`config.mk`:
```
export PLATFORM = sky130hd
export DESIGN_NAME = pipe_hazard_ctrl_flat
export DESIGN_NICKNAME = d
export VERILOG_FILES = /design/src/rtl/pipe_hazard_ctrl_pkg.sv /design/src/rtl/pipe_hazard_ctrl_if.sv /design/src/rtl/pipe_hazard_ctrl_hazard_detect.sv /design/src/rtl/pipe_hazard_ctrl.sv /design/src/flat_wrapper.sv
export SDC_FILE = /design/constraint.sdc
export NUM_CORES = 1
export LEC_CHECK = 0
export ABC_AREA = 1
export CAP_MARGIN = 20
export CORE_MARGIN = 2
export CORE_UTILIZATION = 52
export DETAILED_ROUTE_END_ITERATION = 6
export PLACE_DENSITY = 0.86
export SYNTH_ARGS = -nofsm -noshare
export SYNTH_HDL_FRONTEND = slang
export SYNTH_SLANG_ARGS = --single-unit
```
`constraint.sdc`:
```
create_clock -name clk -period 2.2 [get_ports clk]
set_input_delay 0.55 -clock clk [delete_from_list [all_inputs] [get_ports clk]]
set_output_delay 0.55 -clock clk [all_outputs]
set_load 0.03 [all_outputs]
```
`src/rtl/pipe_hazard_ctrl_pkg.sv`:
```
// pipe_ctrl_pkg
// Shared types and constants for the pipeline sequencing controller.
//   state_t        : controller state (RUN / WAIT / ERROR)
//   REG0           : hard-wired zero register, never a real dependency
//   CNT_W_DEFAULT  : default width of the performance counters
//   src_match()    : RAW compare of the ID sources against one destination
package pipe_ctrl_pkg;

    typedef enum logic [1:0] {
        RUN   = 2'd0,
        WAIT  = 2'd1,
        ERROR = 2'd2
    } state_t;

    localparam logic [4:0] REG0          = 5'd0;
    localparam int         CNT_W_DEFAULT = 16;

    // True when the ID instruction reads 'dest'. src2 only counts when the
    // instruction actually reads it. A write to r0 is discarded by the
    // register file, so it can never create a dependency.
    function automatic logic src_match(
        input logic [4:0] src1,
        input logic [4:0] src2,
        input logic       two_src,
        input logic [4:0] dest
    );
        return ((src1 == dest) || (two_src && (src2 == dest))) && (dest != REG0);
    endfunction

endpackage

```
`src/rtl/pipe_hazard_ctrl_if.sv`:
```
// pipe_hazard_ctrl_if
// Bundle between the pipeline datapath and the sequencing controller.
//   Status from the datapath : src1, src2, two_src, exe_dest, exe_wb_en,
//                              exe_mem_read, mem_dest, mem_wb_en, br_taken,
//                              mem_req, mem_ready
//   Controls to the datapath : pc_en, if_id_en, id_exe_en, exe_mem_en,
//                              mem_wb_reg_en, if_id_flush, id_exe_flush
//   Status from controller   : stall_cnt, flush_cnt, mem_timeout, state
// Memory handshake: mem_req marks an access held in EXE/MEM; the access
// completes in the cycle mem_ready is high. While mem_req is high and
// mem_ready is low the whole pipe is frozen.
// modport master : datapath side; modport slave : controller side.
interface pipe_hazard_ctrl_if
    import pipe_ctrl_pkg::*;
#(
    parameter int CNT_W = CNT_W_DEFAULT
);
    logic [4:0]       src1;
    logic [4:0]       src2;
    logic             two_src;
    logic [4:0]       exe_dest;
    logic             exe_wb_en;
    logic             exe_mem_read;
    logic [4:0]       mem_dest;
    logic             mem_wb_en;
    logic             br_taken;
    logic             mem_req;
    logic             mem_ready;

    logic             pc_en;
    logic             if_id_en;
    logic             id_exe_en;
    logic             exe_mem_en;
    logic             mem_wb_reg_en;
    logic             if_id_flush;
    logic             id_exe_flush;

    logic [CNT_W-1:0] stall_cnt;
    logic [CNT_W-1:0] flush_cnt;
    logic             mem_timeout;
    state_t           state;

    modport master (
        output src1, src2, two_src, exe_dest, exe_wb_en, exe_mem_read,
               mem_dest, mem_wb_en, br_taken, mem_req, mem_ready,
        input  pc_en, if_id_en, id_exe_en, exe_mem_en, mem_wb_reg_en,
               if_id_flush, id_exe_flush, stall_cnt, flush_cnt,
               mem_timeout, state
    );

    modport slave (
        input  src1, src2, two_src, exe_dest, exe_wb_en, exe_mem_read,
               mem_dest, mem_wb_en, br_taken, mem_req, mem_ready,
        output pc_en, if_id_en, id_exe_en, exe_mem_en, mem_wb_reg_en,
               if_id_flush, id_exe_flush, stall_cnt, flush_cnt,
               mem_timeout, state
    );

endinterface

```
`src/rtl/pipe_hazard_ctrl_hazard_detect.sv`:
```
// hazard_detect
// Combinational RAW hazard detection for the ID-stage instruction.
//   FORWARD_EN=1 : forwarding covers everything except a load in EXE, so
//                  only a load-use match raises hazard.
//   FORWARD_EN=0 : any pending write in EXE or MEM raises hazard.
// Ports: src1, src2, two_src (ID sources), exe_dest/exe_wb_en/exe_mem_read
// (ID/EXE), mem_dest/mem_wb_en (EXE/MEM), hazard (out).
module hazard_detect
    import pipe_ctrl_pkg::*;
#(
    parameter bit FORWARD_EN = 1'b1
) (
    input  logic [4:0] src1,
    input  logic [4:0] src2,
    input  logic       two_src,
    input  logic [4:0] exe_dest,
    input  logic       exe_wb_en,
    input  logic       exe_mem_read,
    input  logic [4:0] mem_dest,
    input  logic       mem_wb_en,
    output logic       hazard
);

    logic exe_hit;
    logic mem_hit;

    always_comb begin
        exe_hit = src_match(src1, src2, two_src, exe_dest) &&
                  (FORWARD_EN ? exe_mem_read : exe_wb_en);
        // With forwarding, MEM results are always bypassed and never stall.
        mem_hit = src_match(src1, src2, two_src, mem_dest) && mem_wb_en &&
                  !FORWARD_EN;
        hazard  = exe_hit || mem_hit;
    end

endmodule

```
`src/rtl/pipe_hazard_ctrl.sv`:
```
// pipe_hazard_ctrl
// Pipeline sequencing controller for the 5-stage core. Drives the load
// enables and bubble flushes of PC, IF/ID, ID/EXE, EXE/MEM and MEM/WB.
// Output priority: reset/ERROR > memory freeze > taken branch > hazard.
// A watchdog locks into ERROR after MEM_TIMEOUT consecutive freeze cycles
// (0 disables it); only rst leaves ERROR. Two saturating counters record
// stall cycles (freeze or hazard) and branch flushes.
// Ports: clk, rst (sync, active high), bus (pipe_hazard_ctrl_if.slave).
module pipe_hazard_ctrl
    import pipe_ctrl_pkg::*;
#(
    parameter bit FORWARD_EN  = 1'b1,
    parameter int MEM_TIMEOUT = 64,
    parameter int CNT_W       = CNT_W_DEFAULT
) (
    input  logic                clk,
    input  logic                rst,
    pipe_hazard_ctrl_if.slave   bus
);

    // wait_cnt only needs to reach MEM_TIMEOUT-1.
    localparam int              WCW       = (MEM_TIMEOUT > 1) ? $clog2(MEM_TIMEOUT) : 1;
    localparam logic [WCW-1:0]  WAIT_LAST = WCW'((MEM_TIMEOUT > 0) ? MEM_TIMEOUT - 1 : 0);

    state_t           state;
    state_t           state_next;
    logic [WCW-1:0]   wait_cnt;
    logic [WCW-1:0]   wait_cnt_next;
    logic [CNT_W-1:0] stall_cnt;
    logic [CNT_W-1:0] flush_cnt;

    logic freeze;
    logic hazard;
    logic do_stall;
    logic do_flush;

    logic pc_en;
    logic if_id_en;
    logic id_exe_en;
    logic exe_mem_en;
    logic mem_wb_reg_en;
    logic if_id_flush;
    logic id_exe_flush;

    assign freeze = bus.mem_req && !bus.mem_ready;

    hazard_detect #(
        .FORWARD_EN (FORWARD_EN)
    ) u_hazard_detect (
        .src1         (bus.src1),
        .src2         (bus.src2),
        .two_src      (bus.two_src),
        .exe_dest     (bus.exe_dest),
        .exe_wb_en    (bus.exe_wb_en),
        .exe_mem_read (bus.exe_mem_read),
        .mem_dest     (bus.mem_dest),
        .mem_wb_en    (bus.mem_wb_en),
        .hazard       (hazard)
    );

    // Pipeline controls, zero-cycle latency from the inputs.
    always_comb begin
        pc_en         = 1'b0;
        if_id_en      = 1'b0;
        id_exe_en     = 1'b0;
        exe_mem_en    = 1'b0;
        mem_wb_reg_en = 1'b0;
        if_id_flush   = 1'b0;
        id_exe_flush  = 1'b0;
        do_stall      = 1'b0;
        do_flush      = 1'b0;
        if (rst || state == ERROR) begin
            // Everything held; nothing counted.
        end else if (freeze) begin
            do_stall = 1'b1;
        end else if (bus.br_taken) begin
            // A hazarding instruction in ID is squashed by the flush, so
            // the branch takes precedence over the stall.
            pc_en         = 1'b1;
            if_id_en      = 1'b1;
            id_exe_en     = 1'b1;
            exe_mem_en    = 1'b1;
            mem_wb_reg_en = 1'b1;
            if_id_flush   = 1'b1;
            id_exe_flush  = 1'b1;
            do_flush      = 1'b1;
        end else if (hazard) begin
            // Hold PC and IF/ID, send a bubble into EXE, drain the back end.
            id_exe_en     = 1'b1;
            id_exe_flush  = 1'b1;
            exe_mem_en    = 1'b1;
            mem_wb_reg_en = 1'b1;
            do_stall      = 1'b1;
        end else begin
            pc_en         = 1'b1;
            if_id_en      = 1'b1;
            id_exe_en     = 1'b1;
            exe_mem_en    = 1'b1;
            mem_wb_reg_en = 1'b1;
        end
    end

    // Next state and watchdog count. wait_cnt holds the number of freeze
    // cycles already seen, so in cycle k of a freeze it reads k-1 and the
    // ERROR edge falls at the end of cycle MEM_TIMEOUT.
    always_comb begin
        state_next    = state;
        wait_cnt_next = '0;
        case (state)
            RUN: begin
                if (freeze) begin
                    wait_cnt_next = WCW'(1);
                    state_next    = (MEM_TIMEOUT == 1) ? ERROR : WAIT;
                end
            end
            WAIT: begin
                if (!freeze) begin
                    state_next = RUN;
                end else if (MEM_TIMEOUT != 0 && wait_cnt == WAIT_LAST) begin
                    state_next = ERROR;
                end else begin
                    // Saturates so a disabled watchdog cannot wrap.
                    wait_cnt_next = (wait_cnt == '1) ? wait_cnt : wait_cnt + WCW'(1);
                end
            end
            ERROR: begin
                state_next = ERROR;
            end
            default: begin
                state_next = RUN;
            end
        endcase
    end

    always_ff @(posedge clk) begin
        if (rst) begin
            state     <= RUN;
            wait_cnt  <= '0;
            stall_cnt <= '0;
            flush_cnt <= '0;
        end else begin
            state    <= state_next;
            wait_cnt <= wait_cnt_next;
            if (do_stall && stall_cnt != '1) begin
                stall_cnt <= stall_cnt + CNT_W'(1);
            end
            if (do_flush && flush_cnt != '1) begin
                flush_cnt <= flush_cnt + CNT_W'(1);
            end
        end
    end

    assign bus.pc_en         = pc_en;
    assign bus.if_id_en      = if_id_en;
    assign bus.id_exe_en     = id_exe_en;
    assign bus.exe_mem_en    = exe_mem_en;
    assign bus.mem_wb_reg_en = mem_wb_reg_en;
    assign bus.if_id_flush   = if_id_flush;
    assign bus.id_exe_flush  = id_exe_flush;
    assign bus.stall_cnt     = stall_cnt;
    assign bus.flush_cnt     = flush_cnt;
    assign bus.mem_timeout   = (state == ERROR);
    assign bus.state         = state;

endmodule

```
`src/flat_wrapper.sv`:
```
// flat-port wrapper written by rule: the top's interface ports become plain ports
module pipe_hazard_ctrl_flat import pipe_ctrl_pkg::*;
#(
    parameter bit FORWARD_EN  = 1'b1,
    parameter int MEM_TIMEOUT = 64,
    parameter int CNT_W       = CNT_W_DEFAULT
)
  (clk, rst, bus_src1, bus_src2, bus_two_src, bus_exe_dest, bus_exe_wb_en, bus_exe_mem_read, bus_mem_dest, bus_mem_wb_en, bus_br_taken, bus_mem_req, bus_mem_ready, bus_pc_en, bus_if_id_en, bus_id_exe_en, bus_exe_mem_en, bus_mem_wb_reg_en, bus_if_id_flush, bus_id_exe_flush, bus_stall_cnt, bus_flush_cnt, bus_mem_timeout, bus_state);
  pipe_hazard_ctrl_if #(.CNT_W(CNT_W)) bus_i ();
  input  logic clk;
  input  logic rst;
  input wire logic [$bits(bus_i.src1)-1:0] bus_src1;
  input wire logic [$bits(bus_i.src2)-1:0] bus_src2;
  input wire logic [$bits(bus_i.two_src)-1:0] bus_two_src;
  input wire logic [$bits(bus_i.exe_dest)-1:0] bus_exe_dest;
  input wire logic [$bits(bus_i.exe_wb_en)-1:0] bus_exe_wb_en;
  input wire logic [$bits(bus_i.exe_mem_read)-1:0] bus_exe_mem_read;
  input wire logic [$bits(bus_i.mem_dest)-1:0] bus_mem_dest;
  input wire logic [$bits(bus_i.mem_wb_en)-1:0] bus_mem_wb_en;
  input wire logic [$bits(bus_i.br_taken)-1:0] bus_br_taken;
  input wire logic [$bits(bus_i.mem_req)-1:0] bus_mem_req;
  input wire logic [$bits(bus_i.mem_ready)-1:0] bus_mem_ready;
  output wire logic [$bits(bus_i.pc_en)-1:0] bus_pc_en;
  output wire logic [$bits(bus_i.if_id_en)-1:0] bus_if_id_en;
  output wire logic [$bits(bus_i.id_exe_en)-1:0] bus_id_exe_en;
  output wire logic [$bits(bus_i.exe_mem_en)-1:0] bus_exe_mem_en;
  output wire logic [$bits(bus_i.mem_wb_reg_en)-1:0] bus_mem_wb_reg_en;
  output wire logic [$bits(bus_i.if_id_flush)-1:0] bus_if_id_flush;
  output wire logic [$bits(bus_i.id_exe_flush)-1:0] bus_id_exe_flush;
  output wire logic [$bits(bus_i.stall_cnt)-1:0] bus_stall_cnt;
  output wire logic [$bits(bus_i.flush_cnt)-1:0] bus_flush_cnt;
  output wire logic [$bits(bus_i.mem_timeout)-1:0] bus_mem_timeout;
  output wire logic [$bits(bus_i.state)-1:0] bus_state;
  assign bus_i.src1 = bus_src1;
  assign bus_i.src2 = bus_src2;
  assign bus_i.two_src = bus_two_src;
  assign bus_i.exe_dest = bus_exe_dest;
  assign bus_i.exe_wb_en = bus_exe_wb_en;
  assign bus_i.exe_mem_read = bus_exe_mem_read;
  assign bus_i.mem_dest = bus_mem_dest;
  assign bus_i.mem_wb_en = bus_mem_wb_en;
  assign bus_i.br_taken = bus_br_taken;
  assign bus_i.mem_req = bus_mem_req;
  assign bus_i.mem_ready = bus_mem_ready;
  assign bus_pc_en = bus_i.pc_en;
  assign bus_if_id_en = bus_i.if_id_en;
  assign bus_id_exe_en = bus_i.id_exe_en;
  assign bus_exe_mem_en = bus_i.exe_mem_en;
  assign bus_mem_wb_reg_en = bus_i.mem_wb_reg_en;
  assign bus_if_id_flush = bus_i.if_id_flush;
  assign bus_id_exe_flush = bus_i.id_exe_flush;
  assign bus_stall_cnt = bus_i.stall_cnt;
  assign bus_flush_cnt = bus_i.flush_cnt;
  assign bus_mem_timeout = bus_i.mem_timeout;
  assign bus_state = bus_i.state;
  pipe_hazard_ctrl #(.FORWARD_EN(FORWARD_EN), .MEM_TIMEOUT(MEM_TIMEOUT), .CNT_W(CNT_W)) u_core (.clk(clk), .rst(rst), .bus(bus_i));
endmodule
```
==> flow_metrics.py <==
metrics = {
    "clocking": {
        "root_buffer": "clkbuf_8",
        "cts-buffers-inserted": 5,
        "cts_hold_buffers": 0,
        "worst_skew_pair.late_latency_ns": 0.30,
        "clkTransAtPathRegs_ns": 0.08,
        "tritoncts": "yes",
        "cts.sinks": 40,
        "ctsLongestPathBuffers": 2,
        "cts-htree-levels": 2,
    },
    "layout": {
        "drive_gt1_frac": 0.136,
        "fin_cells": 539,
        "antennaDiodeCount": 0,
        "nFillCells": 401,
        "multi_input_area_um2": 1410,
        "finish.utilization": 0.714,
        "final_cell_mix": "98 x nand2_1, 65 x inv_1, 55 x nor2_1, 39 x dfxtp_1, 36 x clkdlybuf4s50_1",
        "final_common_cell": "nand2_1",
        "syn_to_final_growth_pct": 32.0,
        "ff_latch_area_um2": 802,
        "num-nets-final": 503,
    },
    "synthesis": {
        "yosys_most_used_dff": "dfxtp_1",
        "syn-num-nets": 436,
        "ys_ff_latch": 40,
        "synth_edf_count": 0,
        "syn-mean-instance-area_um2": 6.32,
        "syn_area_um2": 2550,
        "ys_warn_count": 0,
        "synth-compound-area-share": 0.0588,
        "seq_area_frac_synth": 0.313,
        "ys_types": 39,
        "synthAdderAreaFrac": 0.0147,
        "synth_simple_gate_area_share": 0.449,
        "synth_xor_area_frac": 0.0240,
        "synth_top_family_by_area": "simple AND/OR/NAND/NOR gates",
        "synthCells": 404,
        "muxShareOfSynthArea": 0,
        "async_reset_ff_frac": 0,
    },
    "power": {
        "internal_power_mw": 1.16,
        "power.leakage_nw": 1.53,
        "p_total_mw": 1.58,
        "swShare": 0.266,
        "seqPwrFrac": 0.469,
        "p_switching_mw": 0.420,
        "peakVddDrop_mv": 0.302,
        "combPwrFrac": 0.147,
        "pwr-share-clk": 0.384,
        "power_density_nw_per_um2": 469,
    },
    "status": {
        "status": "complete, no violations",
    },
    "floorplan": {
        "die_h_um": 74.1,
        "ios": 71,
        "die_x_um": 74.1,
        "rows": 25,
        "initial_utilization": 0.541,
        "core_area_um2": 4720,
        "die_area_um2": 5490,
    },
    "sta": {
        "rsz0062_at_grt": "false",
        "slew_headroom": 0.586,
        "drv_slew": 0,
        "hold_viol": 0,
        "finalClockSkew_ns": 0.00740,
        "timing.setup.tns_ns": 0,
        "min_period_ns": 2.10,
        "setup_viol": 0,
        "worstMarginPinSlew_ns": 0.605,
        "timing.final.ws_setup_ns": 0.105,
        "maxClockFrequency_ghz": 0.477,
        "fin_crit_sh": 0.952,
    },
    "route": {
        "ant_nets": 0,
        "via_count": 2695,
        "firstDrtPassIters": 4,
        "wl_per_cell_um": 11.1,
        "wl_um": 5960,
        "first_iter_violations": 178,
        "vias_per_cell": 5.00,
        "drcViolationCount": 0,
    },
    "global_routing": {
        "track_usage": 0.235,
        "overflow": 0,
        "grt_pass1_vias": 2529,
        "antenna_found_initial": 0,
        "grt_start_max_net_pins": 28,
        "grt_pass1_wl_um": 10300,
    },
    "setup_path": {
        "cp-start-kind": "input pin",
        "slowest_delay_ns": 0.48,
        "rrSetupSlack_ns": 0.38,
        "ff2ff_path_depth": 10,
        "cp_max_fo": 2,
        "cp_cell_sequence": "clkdlybuf4s50_1 -> o21ai_0 -> inv_1 -> nand3_2 -> nand2_2 -> inv_2 -> buf_6",
        "path_delay_family": "buffers and inverters",
        "cp.required_ns": 1.65,
        "critical_path_buf_inv_count": 4,
        "arrival_ns": 1.55,
        "slowest_stage": "clkdlybuf4s50_1",
        "cp-end-kind": "output pin",
        "crit_cells": 7,
        "crit_type": "in2out",
    },
    "placed_design": {
        "dp_slack_ns": -0.258,
        "place_hpwl_um": 4510,
        "portBuffers": 63,
        "gp_congestion": 0.851,
        "dp.cells": 530,
    },
    "hold_path": {
        "hold_class": "reg2reg",
        "hold_depth": 2,
    },
    "job": {
        "maxCapViolations": 0,
    },
}
[stage by stage]
stage,cell area (µm²),hold slack (ns)
after floorplan,2560,0.459
after global placement,3240,0.450
after detailed placement,3240,0.457
after CTS,3370,0.469
after global routing,3370,0.514
final,3370,0.463
[cells by family after synthesis]
| group | count (synthesis) |
|---|---|
| and+or+nand+nor | 241 |
| xor gates and xnor gates | 7 |
| adders and majority gates | 3 |
| buffers and inverters | 86 |
| DFF | 40 |
| AOI/OAI and AO/OA | 27 |
[worst paths after layout]
kind / from / end
setup / recovery: bus_exe_mem_read / bus_if_id_en
hold / removal: u_core.bus.flush_cnt[8] / u_core.bus.flush_cnt[8]
setup reg to reg: u_core.bus.stall_cnt[1] / u_core.bus.stall_cnt[13]
hold reg to reg: u_core.bus.flush_cnt[8] / u_core.bus.flush_cnt[8]
[cell usage after synthesis, types with 3 or more instances]
cell type,n,area share
nand2_1,99,0.15
nand3_1,31,0.061
a21oi_1,12,0.024
buf_4,5,0.015
inv_1,70,0.10
nand4_1,18,0.044
dfxtp_1,40,0.31
nor3_1,4,0.0078
xnor2_1,4,0.014
xor2_1,3,0.010
o21ai_0,8,0.016
nor2_2,9,0.022
inv_2,3,0.0044
nand2_2,5,0.012
nor4_1,3,0.0073
ha_1,3,0.015
nand3_2,4,0.016
nor2_1,57,0.084
[worst reg2reg max path, delay by kind of cell, from the launching register on]
kind                       cells  cell delay [ns]
adders and majority gates      1             0.24
DFF                            1             0.43
and+or+nand+nor                9             1.06
[what timing repair did]
action	4_1_cts	5_1_grt
setup endpoints to repair	7	11
setup buffers	1	0
resized for setup	26	16
pin swaps	12	5
[sequential cells by signal, indices dropped and copies added, names as in the netlist]
register and flops:
u_core.wait_cnt 6, u_core.bus.stall_cnt 16, u_core.bus.flush_cnt 16, u_core.bus.state 2
[metal layers]
layer | wire length, µm | GRT usage
met5 | 0 | 0
met3 | 398 | 0.0528
met4 | 134 | 0.113
met2 | 2950 | 0.416
met1 | 2470 | 0.268
[power by group through the flow]
stage,registers (mW),clock network (mW),logic [mW]
2_1_floorplan,0.772,0,0.130
3_3_place_gp,0.759,0,0.229
3_5_place_dp,0.759,0,0.235
4_1_cts,0.742,0.616,0.232
5_1_grt,0.744,0.644,0.256
6_report,0.743,0.607,0.233
[layout make-up]
cell class	instances	area share
clock inverter	3	0.0126
timing repair buffer	71	0.201
tap	67	0.0249
inverter	75	0.0857
sequential	40	0.238
clock buffer	5	0.0204
multi-input combinational	278	0.417
(Power assumes the default switching activity.)
==> RTL edit: new RTL, same flow settings <==
`MEM_TIMEOUT` is set to 64 in 2 places; all go to 128.
--- a/src/rtl/pipe_hazard_ctrl.sv
+++ b/src/rtl/pipe_hazard_ctrl.sv
@@ -10,7 +10,7 @@
     import pipe_ctrl_pkg::*;
 #(
     parameter bit FORWARD_EN  = 1'b1,
-    parameter int MEM_TIMEOUT = 64,
+    parameter int MEM_TIMEOUT = 128,
     parameter int CNT_W       = CNT_W_DEFAULT
 ) (
     input  logic                clk,
--- a/src/flat_wrapper.sv
+++ b/src/flat_wrapper.sv
@@ -2,7 +2,7 @@
 module pipe_hazard_ctrl_flat import pipe_ctrl_pkg::*;
 #(
     parameter bit FORWARD_EN  = 1'b1,
-    parameter int MEM_TIMEOUT = 64,
+    parameter int MEM_TIMEOUT = 128,
     parameter int CNT_W       = CNT_W_DEFAULT
 )
   (clk, rst, bus_src1, bus_src2, bus_two_src, bus_exe_dest, bus_exe_wb_en, bus_exe_mem_read, bus_mem_dest, bus_mem_wb_en, bus_br_taken, bus_mem_req, bus_mem_ready, bus_pc_en, bus_if_id_en, bus_id_exe_en, bus_exe_mem_en, bus_mem_wb_reg_en, bus_if_id_flush, bus_id_exe_flush, bus_stall_cnt, bus_flush_cnt, bus_mem_timeout, bus_state);
Function: same outputs for any inputs over 10 cycles, from zero or initial values and one cycle with rst high; that may be too few to reach the edited logic, so the function may still have changed.
==> RTL edit against the unedited design <==
  * Core utilization rose by 0.79 points
  * Worst setup slack got worse by 47 ps
  * Sequential cell count rose by 1
  * Worst hold slack improved by 24 ps
  * Total power rose by 8.9%
  * Wire length rose by 1.7%
  * Sequential power rose by 2%
  * Critical path depth fell by 4
  * First-iteration DRC count rose by 14%
  * Design area rose by 1.1%
  * Global-route usage rose by 0.070 points
  * Non-clock buffer count rose by 5
  * Clock skew rose by 2.3 ps
  * Area after synthesis fell by 0.78%
  * Critical endpoint is now bus_mem_timeout
==> RTL edit: results (changes against the unedited design) <==
The static leakage power came out at 1.485 nW (-3.1%). In this run the critical register-to-register path is captured at u_core.bus.stall_cnt[7]. The last element of the critical path is bus_mem_timeout.

The proportion of synthesized chip area in sequential cells is 0.3238 (+0.01037). The routed metal-1 wirelength came out at 2.665 mm (+7.9%). The cell count of the worst reg-to-reg path is 11 (+1). The setup fix buffers added after clock tree synthesis came out at 0 (-1).

The maximum cell stage delay along the critical path is 710 ps (+230 ps). The weighted congestion at the end of routability-driven global placement came out at 0.8354 (-1.9%). The launch point of the worst path is u_core.bus.state[1]. In the post-synthesis netlist, the biggest area contributors are sky130_fd_sc_hd__dfxtp_1 32%, sky130_fd_sc_hd__nand2_1 15%, sky130_fd_sc_hd__inv_1 11%.

The fraction of met3 tracks used by global routing is 0.04938 (-0.003463). The count of routing violations after the opening detailed-route iteration came out at 203 (+14%). The maximum vdd ir drop came to 0.6177 mV (+100%).

The met2 usage is 0.4236 (+0.007937). The fraction of layout cells with a size suffix above 1 is 0.1139 (-0.02172). The number of vias per cell came out at 4.947 (-1.1%).

The cell area after placement is 3273 sq um (+0.89%). The pin count of the biggest net entering global routing is 25 (-11%). The number of global-route vias before repair is 2,458 (-2.8%). The critical register-to-register path startpoint is u_core.bus.stall_cnt[0]. The post-cts repair resize count came out at 23 (-12%). The post-synthesis cell type count was 30 (-23%). The worst clock skew came out at 9.679 ps (+2.279 ps). The run finished with clean final reports. The detailed-route wire length per cell is 11.01 um (-0.34%). By count the netlist is led by 104 x sky130_fd_sc_hd__nand2_1, 72 x sky130_fd_sc_hd__inv_1, 62 x sky130_fd_sc_hd__nor2_1. The global routing usage summed across all routing layers is 0.2360 (+0.0007005). The routed length on met3 came out at 224 um (-44%).
[RTL edit: kinds of logic after synthesis]
kind of cell               count (synthesis)  share of synthesized area
and+or+nand+nor                          234                     0.4131
adders and majority gates                  3                    0.01481
DFF                                       41                     0.3238
AOI/OAI and AO/OA                         35                    0.07305
xor gates and xnor gates                  10                    0.03455
buffers and inverters                     87                     0.1407
[RTL edit: worst min-delay path by stage]
| stage | startpoint | slack [ps] | end |
|---|---|---|---|
| 5_1_grt | u_core.bus.flush_cnt[15] | 510 | u_core.bus.flush_cnt[15] |
| 4_1_cts | u_core.bus.flush_cnt[4] | 490 | u_core.bus.flush_cnt[4] |
| 2_1_floorplan | u_core.wait_cnt[6] | 450 | u_core.wait_cnt[6] |
| 6_report | u_core.bus.flush_cnt[4] | 490 | u_core.bus.flush_cnt[4] |
| 3_3_place_gp | u_core.wait_cnt[6] | 470 | u_core.wait_cnt[6] |
| 3_5_place_dp | u_core.bus.flush_cnt[4] | 470 | u_core.bus.flush_cnt[4] |
[RTL edit: stage by stage]
step	instances	setup slack [ps]	hold slack, ps
3_5_place_dp	542	-223.5	468.4
3_3_place_gp	542	-207.7	466.7
6_report	550	57.77	486.4
2_1_floorplan	410	10.69	452.3
5_1_grt	550	-30.40	514.9
4_1_cts	550	2.313	486.9
[RTL edit: layout make-up]
| type | count | area (sq um) |
|---|---|---|
| clock buffer | 5 | 68.82 |
| multi-input combinational | 282 | 1369 |
| sequential | 41 | 823.3 |
| fill | 381 | 1313 |
| timing repair buffer | 76 | 713.2 |
| tap | 67 | 83.83 |
| clock inverter | 3 | 65.06 |
| inverter | 76 | 287.8 |
[RTL edit: report_power, final]
part | switching, mW | internal, mW | total [mW]
Sequential | 0.00977 | 0.750 | 0.760
Combinational | 0.142 | 0.101 | 0.243
Clock | 0.269 | 0.451 | 0.720
